--- src/rtl/interval_capture.sv ---
// Measures enabled-clock intervals between rising edges of evt and queues them in a small FIFO.
// Optional macro CAPTURE_SYNC_EN inserts a 2-flop synchronizer on evt ahead of edge detection.
module interval_capture #(
  parameter int bits  = 16,
  parameter int depth = 4,
  parameter int lw    = 3
) (
  input  logic            c,
  input  logic            clr,
  input  logic            en,
  input  logic            evt,
  input  logic            rd,
  output logic [bits-1:0] out,
  output logic            sat,
  output logic            valid,
  output logic [lw-1:0]   level,
  output logic            ovf
);

  localparam int aw = lw - 1;
  localparam logic [bits-1:0] cnt_max    = {bits{1'b1}};
  localparam logic [lw-1:0]   level_full = lw'(depth);
  localparam logic [lw-1:0]   level_one  = lw'(1);
  localparam logic [lw-1:0]   level_zero = {lw{1'b0}};
  localparam logic [aw-1:0]   ptr_one    = aw'(1);

  logic            evt_s;
  logic            evt_q;
  logic            edge_det;
  logic            armed;
  logic [bits-1:0] cnt;
  logic [bits:0]   sample;
  logic            push_req;
  logic            do_push;
  logic            do_pop;
  logic            drop;
  logic            full;
  logic [lw-1:0]   level_next;
  logic [bits:0]   head_next;
  logic [bits:0]   mem [depth];
  logic [aw-1:0]   rd_ptr;
  logic [aw-1:0]   wr_ptr;

`ifdef CAPTURE_SYNC_EN
  logic [1:0] sync;

  // Two-flop synchronizer; evt may be asynchronous to c in this build.
  always_ff @(posedge c) begin
    if (clr) begin
      sync <= 2'b00;
    end else begin
      sync <= {sync[0], evt};
    end
  end

  assign evt_s = sync[1];
`else
  assign evt_s = evt;
`endif

  // Previous event level for rising-edge detection, tracked even while en=0.
  always_ff @(posedge c) begin
    if (clr) begin
      evt_q <= 1'b0;
    end else begin
      evt_q <= evt_s;
    end
  end

  assign edge_det = evt_s & ~evt_q;
  assign push_req = en & edge_det & armed;
  assign sample   = {(cnt == cnt_max), cnt};

  // Interval counter: the first edge after clr only arms; counting saturates instead of wrapping.
  always_ff @(posedge c) begin
    if (clr) begin
      armed <= 1'b0;
      cnt   <= {bits{1'b0}};
    end else if (en) begin
      if (edge_det) begin
        armed <= 1'b1;
        cnt   <= bits'(1);
      end else if (armed && (cnt != cnt_max)) begin
        cnt <= cnt + bits'(1);
      end
    end
  end

  assign full    = (level == level_full);
  assign do_pop  = rd & valid;
  assign do_push = push_req & (~full | do_pop);
  assign drop    = push_req & full & ~do_pop;

  // Occupancy after this cycle's push/pop.
  always_comb begin
    level_next = level;
    case ({do_push, do_pop})
      2'b10:   level_next = level + lw'(1);
      2'b01:   level_next = level - lw'(1);
      default: level_next = level;
    endcase
  end

  // Next head entry; a full-FIFO push lands in the slot being popped, so rd_ptr+1 is untouched.
  always_comb begin
    head_next = {sat, out};
    if (do_pop) begin
      if (level == level_one) begin
        if (do_push) begin
          head_next = sample;
        end else begin
          head_next = {sat, out};
        end
      end else begin
        head_next = mem[rd_ptr + ptr_one];
      end
    end else if ((level == level_zero) && do_push) begin
      head_next = sample;
    end else begin
      head_next = {sat, out};
    end
  end

  // Sample storage.
  always_ff @(posedge c) begin
    if (do_push && !clr) begin
      mem[wr_ptr] <= sample;
    end
  end

  // FIFO pointers, registered head view and status flags.
  always_ff @(posedge c) begin
    if (clr) begin
      rd_ptr <= {aw{1'b0}};
      wr_ptr <= {aw{1'b0}};
      level  <= level_zero;
      out    <= {bits{1'b0}};
      sat    <= 1'b0;
      valid  <= 1'b0;
      ovf    <= 1'b0;
    end else begin
      if (do_push) begin
        wr_ptr <= wr_ptr + ptr_one;
      end
      if (do_pop) begin
        rd_ptr <= rd_ptr + ptr_one;
      end
      level      <= level_next;
      valid      <= (level_next != level_zero);
      {sat, out} <= head_next;
      ovf        <= ovf | drop;
    end
  end

endmodule

--- config.mk ---
export PLATFORM = sky130hd
export DESIGN_NAME = interval_capture
export DESIGN_NICKNAME = d
export VERILOG_FILES = /design/src/rtl/interval_capture.sv
export SDC_FILE = /design/constraint.sdc
export NUM_CORES = 1
export LEC_CHECK = 0
export BUFFER_PORTS_ARGS = -buffer_cell sky130_fd_sc_hd__buf_2
export CAP_MARGIN = 20
export CORE_MARGIN = 2
export CORE_UTILIZATION = 49
export CTS_CLUSTER_DIAMETER = 30
export DETAILED_ROUTE_END_ITERATION = 10
export GPL_TIMING_DRIVEN = 1
export PLACE_DENSITY = 0.66
export SLEW_MARGIN = 20
export SYNTH_ARGS = -nofsm -noshare
export SYNTH_HDL_FRONTEND = slang
export SYNTH_SLANG_ARGS = --single-unit
--- constraint.sdc ---
create_clock -name c -period 2.8 [get_ports c]
set_input_delay 0.56 -clock c [delete_from_list [all_inputs] [get_ports c]]
set_output_delay 0.56 -clock c [all_outputs]
set_load 0.005 [all_outputs]
-- Word-level counts from Yosys, hierarchy flattened
Memory sizes are Yosys's and may differ from the RTL's.
Index checks and enable logic that the tools add are counted.
- $add $sub $neg: 5
- equal/unequal tests: 7
- muxes and demuxes: 9
- bitwise gates (word level): 12
- reductions and logical operators: 11
- operators with widths (operator ; number):
    2-to-1 mux 17 bit ; 4
    2-to-1 mux 16 bit ; 2
    adder 16 x 1 -> 16 bit (second input constant) ; 1
    equality test 16 bit (second input constant) ; 1
    != test 16 bit (second input constant) ; 1
    bitwise AND 1 bit ; 7
    case mux 3 bit (2 select lines) ; 1
    AND reduction 2 bit ; 3
    adder 2 x 1 -> 2 bit (second input constant) ; 2
    nonzero test 2 bit ; 2
    adder 3 x 1 -> 3 bit (second input constant) ; 1
    equality test 3 x 1 -> 1 bit (second input constant) ; 1
    equality test 3 bit (second input constant) ; 1
    logical AND 1 bit ; 3
    zero test 3 bit ; 1
    != test 3 bit (second input constant) ; 1
    NOT 1 bit ; 3
    nonzero test 3 bit ; 1
    subtractor 3 x 1 -> 3 bit (second input constant) ; 1
    equality test 2 x 1 -> 1 bit (second input constant) ; 1
    equality test 2 bit (second input constant) ; 1
    2-to-1 mux 1 bit ; 2
    bitwise OR 1 bit ; 2
    zero test 1 bit ; 1
- register bits after elaboration: 44
- memory bits (writable): 68
- word-level logic and storage cells: 55
- memories: 1
- memories (name ; depth ; width ; read ports ; clocked after memory_dff ; write ports ; RTL line ; source):
    mem ; 4 ; 17 ; 1 ; 0 ; 1 ; 40 ; logic [bits:0] mem [depth];

-- Logic depth before layout (Yosys ltp)
Gate-level depths: netlist (run 1).
- word-level depth: 8
- gate-level depth with buffers: 9
- mapped depth without buffers: 7

-- Least setup slack after synthesis (run 1)
OpenSTA, ideal clock, no wires.
- path kind: input to register
- from: input port en
- to: memory mem[0][0] (netlist name) (enable)
- setup slack: 0.671 ns
- stages on the path: 4
- required time: 2.425 ns
- arrival: 1.755 ns
- path through: nand4b_1 > a31oi_1 > nor2b_1 > and2_1
- longest elaborated chain between the ends: 6
- RTL lines (what ; RTL line ; source):
    start, declared ; 10 ; input logic en,
    bitwise AND 1 bit (2 in a row) ; 71 ; assign push_req = en & edge_det & armed;
    bitwise AND 1 bit ; 91 ; assign do_push = push_req & (~full | do_pop);
    logical AND 1 bit ; 126 ; if (do_push && !clr) begin
    2-to-1 mux 1 bit ; 126 ;
    2-to-1 mux 1 bit (not written as such) ; 127 ; mem[wr_ptr] <= sample;
    end, declared ; 40 ;
Every way passes these cells.

-- Worst setup path after layout (run 1)
- from: register cnt[3]
- to: register cnt[12]
- longest elaborated chain between the ends: 4
- elaborated cells on any way between the ends: 7
- classes of those cells: 1 x add/sub; 1 x eq/ne; 2 x mux; 3 x reduce/logical
- RTL lines (what ; RTL line ; source):
    start, declared ; 31 ; logic [bits-1:0] cnt;
    start signal, assigned ; 78 ; cnt <= {bits{1'b0}};
    start signal, assigned ; 82 ; cnt <= bits'(1);
    start signal, assigned ; 84 ; cnt <= cnt + bits'(1);
    parallel branches: the longest is 4 deep, another holds adder 16 x 1 -> 16 bit ; - ;
Parallel ways; which one is timed is not known. The select of a mux whose other input is x is not followed.
A chain may end at the register's enable or synchronous reset.

==> results.ini, run 1 <==
[outcome]
status=finished clean

[clock_tree]
cts_made_buffers=9
cts_tree=built
clock-sinks=112
path_clk_slew_ps=90
post_cts_resized=0
clock_latency_ps=360
hold_buffers=0
clock_tree.buffer_depth=2
cts-htree-levels=3
cts_setup_buffers=0
root_buffer=clkbuf_8

[routing]
drt_iter0_drc=121
drt_wl_total_um=9110
antenna_left=0
viasPerCell=5.64
drtPass1Iterations=4
routedWlPerCell_um=17.7
drc_errors=0
via_count=2903

[critical_path]
crit_arrival_ps=2460
ff2ff_setup_slack_ps=590
cp-start-kind=flip-flop
worst-path-buf-inv=0
cp.required_ps=3050
path_class=flip-flop to flip-flop
cp-end-kind=flip-flop
critPathTopFamily=simple AND/OR/NAND/NOR gates
r2r.worst_path.cells=5
critPathMaxFanout=10
cp_slowest_cell=dfxtp_1
cp_slowest_stage_delay_ps=600
timing.rr.start=cnt[3]
r2r-end=cnt[12]
cp_cell_sequence=nand4_4, or4_4, o2111ai_2, or3_1, nand3_1
crit_path_start=cnt[3]

[sta]
clock_skew_ps=11.2
setup_viol_count_final=0
final.min_clock_period_ps=2210
setup_tns_ps=0
rsz0062_at_grt=no
max_freq_ghz=0.452
max-slew-margin-rel_pct=41.6
finalHoldViolations=0
slew_viol_final=0
min_period_over_period_pct=79.1
max_slew.worst_pin.slew_ps=875

[min_path]
worstHoldStart=evt
hold_class=primary input to flip-flop
min_to=evt_q
hold_path_depth=2

[synth]
syn_area_um2=4720
synth_cell_types=47
synth_nets=362
synth_cells=348
synth_area_per_cell_um2=13.6
synth-edff-count=68
yosysSeqAreaShare_pct=62.0
yosys_most_used_dff=edfxtp_1
ys_seq_elements=112
async_reset_ff_share_pct=0
yosys_warnings=0

[placement]
post-dp-hpwl_um=6090
port_buffers=26
gp_congestion=0.798

[global_route]
grt_pass1_wl_um=15100
antenna_found_initial=0
grt_max_degree=35
grt_pass1_vias=2925
gr-usage-all-layers_pct=19.2
gr-total-overflow=0

[cells_and_area]
multiInputGateArea_um2=1680
drive_gt1_share_pct=21.0
n_antenna_cell=0
regArea_um2=2920
final_net_count=395
fin_util_pct=56.6
area_delta_synth_final_pct=11.4
n_fill_cell=792

[job]
cap_violations=0

[power_and_ir_drop]
p_total_mw=3.39
leakage_nw=1.60
powerDensity_nw_per_um2=645
ir_worst_vdd_mv=0.369

[floorplanning]
pin_count=27
core_um2=9280
start_util_pct=50.8
fp.dieArea_um2=10400
fp.dieH_um=102
fp.dieW_um=102
rows=35

## how the worst max path moves through the flow
| stage | depth (start not counted) | slack (ps) | endpoint |
|---|---|---|---|
| after floorplan | 4 | 670 | mem[0][0] |
| after global placement | 6 | 510 | mem[0][7] |
| after detailed placement | 6 | 440 | mem[1][10] |
| after CTS | 5 | 580 | cnt[10] |
| after global routing | 5 | 430 | cnt[5] |
| final | 5 | 590 | cnt[12] |
## worst reg2reg max path, stage by stage, from the launching register on
cell and delay [ps]:
dfxtp_1 600, nand4_4 210, or4_4 580, o2111ai_2 460
or3_1 190, nand3_1 70
## cell type report
class / instances / area share, %
sequential: 112 / 55.6
multi-input combinational: 209 / 32.0
timing repair buffer: 41 / 4.62
tap: 129 / 3.07
clock buffer: 11 / 2.50
clock inverter: 5 / 1.57
inverter: 8 / 0.571
## registers in the layout (all words and copies together), names as in the netlist
| name | cells |
|---|---|
| wr_ptr | 2 |
| valid | 1 |
| cnt | 16 |
| mem | 68 |
| level | 3 |
| out | 16 |
| sat | 1 |
| evt_q | 1 |
| armed | 1 |
| rd_ptr | 2 |
| ovf | 1 |
## metal layers
layer / track usage (%) / vias up / routed length [µm] / share of wire, %
met5: 0 / - / 0 / 0
met2: 31.7 / 54 / 4580 / 50
met3: 5.47 / 4 / 386 / 4.2
li1: - / 1399 / - / -
met1: 25.6 / 1446 / 4100 / 45
met4: 3.79 / 0 / 51 / 0.56
## layout by cell type, fill, tap and decap left out, types with 2 or more instances in the layout
master	n
a211oi_1	21
a21oi_1	4
a21oi_2	2
and2_1	6
and3_1	3
buf_2	26
buf_4	15
bufinv_16	2
clkbuf_1	2
clkbuf_8	9
clkinv_4	2
dfxtp_1	44
edfxtp_1	68
ha_1	9
inv_1	8
mux2i_1	19
mux4_2	17
nand2_1	12
nand3_1	24
nand4_1	6
nor2_1	34
nor2b_1	4
o211ai_1	3
o21ai_0	6
o31ai_1	3
or3_1	8
or4_1	4
xnor2_1	3
## kinds of logic (layout without fill, tap and decap cells)
family                     after synthesis  count (layout)  synth area share [%]
DFF                                    112             112                  62.0
muxes                                   36              36                  12.2
adders and majority gates                9               9                  2.39
AOI/OAI and AO/OA                       50              50                  7.85
xor gates and xnor gates                 4               4                 0.743
and+or+nand+nor                        110             110                  12.3
buffers and inverters                   27              65                  2.55
## Yosys cell counts, types with 2 or more instances
cell type	instances	share of area, %
o31ai_1	3	0.48
nor2_1	34	2.7
o21ai_0	6	0.64
mux2i_1	19	4.0
inv_1	8	0.64
xnor2_1	3	0.56
and2_1	6	0.80
o211ai_1	3	0.48
nor2b_1	4	0.53
nand2_1	12	0.96
dfxtp_1	44	19
or3_1	8	1.1
ha_1	9	2.4
clkbuf_1	11	0.88
or4_1	4	0.64
nand4_1	6	0.80
a211oi_1	21	3.3
buf_2	3	0.32
mux4_2	17	8.1
buf_4	2	0.32
buf_1	2	0.16
and3_1	3	0.40
nand3_1	24	2.5
a21oi_1	6	0.64
edfxtp_1	68	43
## power by group
part	total (mW)	internal, mW	switching [mW]
combinational	0.459	0.217	0.243
clock	1.02	0.507	0.512
sequential	1.91	1.82	0.0850
## per-stage QoR
stage	hold WS [ps]	instance area, µm²	setup slack [ps]	instances
after detailed placement	465	5040	435	499
after global routing	455	5260	435	515
final	455	5260	586	515
after global placement	448	5040	506	499
after CTS	436	5250	577	515
after floorplan	465	4720	671	348
Note: power is estimated with default switching activity, not from simulation.
==> run 2: changes to the inputs <==
Settings changed: ABC_AREA set to 1.
Clock period 2.8 ns to 2.3 ns, I/O delays scaled along.
==> run 2 against run 1 <==
Synthesized cell count is 69% higher. Combinational power is 78% higher. Worst setup slack worse by 270 ps. Fmax is 11% higher. Non-clock buffer count is 8 higher. Utilization is 1.2 points lower. Area after synthesis is 7.2% higher. Highest routed layer unchanged.
==> results.ini, run 2 <==
[cells_and_area]
n_fill_cell=930
regArea_um2=2930
fin_area_um2=5640
fin_util_pct=55.4
final_net_count=645
reg_top3=mem x68, cnt x16, out x16
drive_gt1_share_pct=12.9
n_antenna_cell=0
largest_reg_flops=68
multiInputGateArea_um2=1840
final_cell_mix=nand2_1, nor2_1, edfxtp_1, nand3_1, inv_1
area_delta_synth_final_pct=11.6
largest_register=mem
layout_commonest_cell=nand2_1

[min_path]
hold_path_depth=3
hold_class=primary input to flip-flop

[routing]
viasPerCell=5.15
via_count=3979
drt_iter0_drc=316
drt_wl_total_um=11400
antenna_left=0
drtPass1Iterations=5
drc_errors=0
routedWlPerCell_um=14.8

[critical_path]
cp_slowest_stage_delay_ps=420
cp_slowest_cell=dfxtp_2
critPathMostFrequentCell=nand2_1
cp.required_ps=2620
cp_cell_sequence=ha_1, nand2_1, nor2_4, nand4_1, nand2_1, nand2_2, o21ai_0, nand2_1, nor2_1
crit_arrival_ps=2310
critPathMaxFanout=17
cp-start-kind=flip-flop
cp-endpoint=cnt[3]
timing.rr.start=cnt[1]
r2r.worst_path.cells=9
path_class=flip-flop to flip-flop
r2r-end=cnt[3]
cp-end-kind=flip-flop
crit_path_start=cnt[1]
ff2ff_setup_slack_ps=310

[global_route]
grt_pass1_wl_um=19000
antenna_found_initial=0
grt_max_degree=31
gr-total-overflow=0
gr-usage-all-layers_pct=22.0
grt_pass1_vias=3865

[placement]
gp_congestion=0.889
post-dp-hpwl_um=7710
port_buffers=26
dpl-instance-area_um2=5450

[synth]
synth-edff-count=68
async_reset_ff_share_pct=0
synth_cells=589
yosysMostFrequentCell=nand2_1
synth_cell_types=30
yosys_most_used_dff=edfxtp_1
ys_top_cells_by_count=nand2_1, nor2_1, edfxtp_1
yosysSeqAreaShare_pct=57.8
yosysTopAreaCellShare_pct=40.4
synth_area_leaders=edfxtp_1, dfxtp_1, nand2_1
synth_area_per_cell_um2=8.58
yosysTopAreaCell=edfxtp_1
syn_area_um2=5050
yosys_warnings=0
ys_seq_elements=112
synth_nets=603

[floorplanning]
rows=37
core_um2=10200
fp.dieH_um=106
fp.dieArea_um2=11100
pin_count=27
fp.dieW_um=106
start_util_pct=49.6

[power_and_ir_drop]
p_total_mw=4.25
ir_worst_vdd_mv=0.377
powerDensity_nw_per_um2=753
leakage_nw=2.49

[sta]
setup_tns_ps=0
max_freq_ghz=0.503
finalHoldViolations=0
clock_skew_ps=13.7
slew_viol_final=0
max-slew-margin-rel_pct=57.2
final.min_clock_period_ps=1990
fin_hold_ws_ps=309
max_slew.worst_pin.slew_ps=642
setup_viol_count_final=0
rsz0062_at_grt=no
min_period_over_period_pct=86.4

[clock_tree]
cts-htree-levels=3
hold_buffers=0
clock_tree.buffer_depth=2
path_clk_slew_ps=110
clock_latency_ps=380
root_buffer=clkbuf_8
clock-sinks=112
cts_made_buffers=9
cts_tree=built

[job]
cap_violations=0

[outcome]
status=finished clean

==> run 2: cell count changes after synthesis, moves of 11 or more <==
cell | previous run | this run
nand3_1 | 24 | 45
mux2i_1 | 19 | 0
o21ai_0 | 6 | 17
a21oi_1 | 6 | 20
a211oi_1 | 21 | 0
nand2_1 | 12 | 218
mux4_2 | 17 | 0
nor2_1 | 34 | 69
inv_1 | 8 | 43
==> run 2: logic make-up after synthesis <==
kind of cell / count (synthesis) / share of synthesized area, %
adders and majority gates: 9 / 2.23
and+or+nand+nor: 352 / 28.5
AOI/OAI and AO/OA: 45 / 4.93
DFF: 112 / 57.8
xor gates and xnor gates: 5 / 0.866
buffers and inverters: 66 / 5.69
==> run 2: repair_timing <==
| action | 4_1_cts | 5_1_grt |
|---|---|---|
| gates resized for setup | 0 | 2 |
| setup buffers | 0 | 0 |
| endpoints found under the setup margin | 0 | 1 |
==> run 2: layout make-up <==
cell class                 instances  area share [%]
clock inverter                     7            1.20
timing repair buffer              49            5.81
clock buffer                       9            2.20
inverter                          48            3.26
multi-input combinational        411            32.7
tap                              136            3.02
sequential                       112            51.8
==> run 2: worst min path at each step <==
| stage | slack (ps) | startpoint | endpoint |
|---|---|---|---|
| floorplan | 460 | ovf | ovf |
| global placement | 460 | ovf | ovf |
| detailed placement | 470 | ovf | ovf |
| CTS | 300 | evt | evt_q |
| global route | 320 | evt | evt_q |
| finish | 310 | evt | evt_q |
==> run 2: power breakdown <==
group | leakage, nW | internal [mW] | total, mW | switching [mW]
Clock | 0.102 | 0.431 | 1.16 | 0.729
Combinational | 1.34 | 0.286 | 0.816 | 0.529
Sequential | 1.05 | 2.21 | 2.27 | 0.0679
==> run 2: worst max-delay path: cells and delay by family, from the launching register on <==
| kind | cells | cell delay (ps) |
|---|---|---|
| compound gates | 1 | 160 |
| fa+ha+maj | 1 | 210 |
| flops | 1 | 420 |
| simple gates | 7 | 1140 |
==> run 2: metrics by stage <==
| stage | worst slack (ps) | cells |
|---|---|---|
| after global placement | 287 | 756 |
| after detailed placement | 281 | 756 |
| final | 313 | 772 |
| after CTS | 240 | 772 |
| after global routing | 93.5 | 772 |
| after floorplan | 122 | 589 |
==> run 2: layer usage <==
layer | GRT usage, % | share of wire (%)
met1 | 29.1 | 44
met2 | 36.2 | 48
met3 | 5.13 | 5.8
met4 | 6.58 | 2.1
met5 | 0 | 0
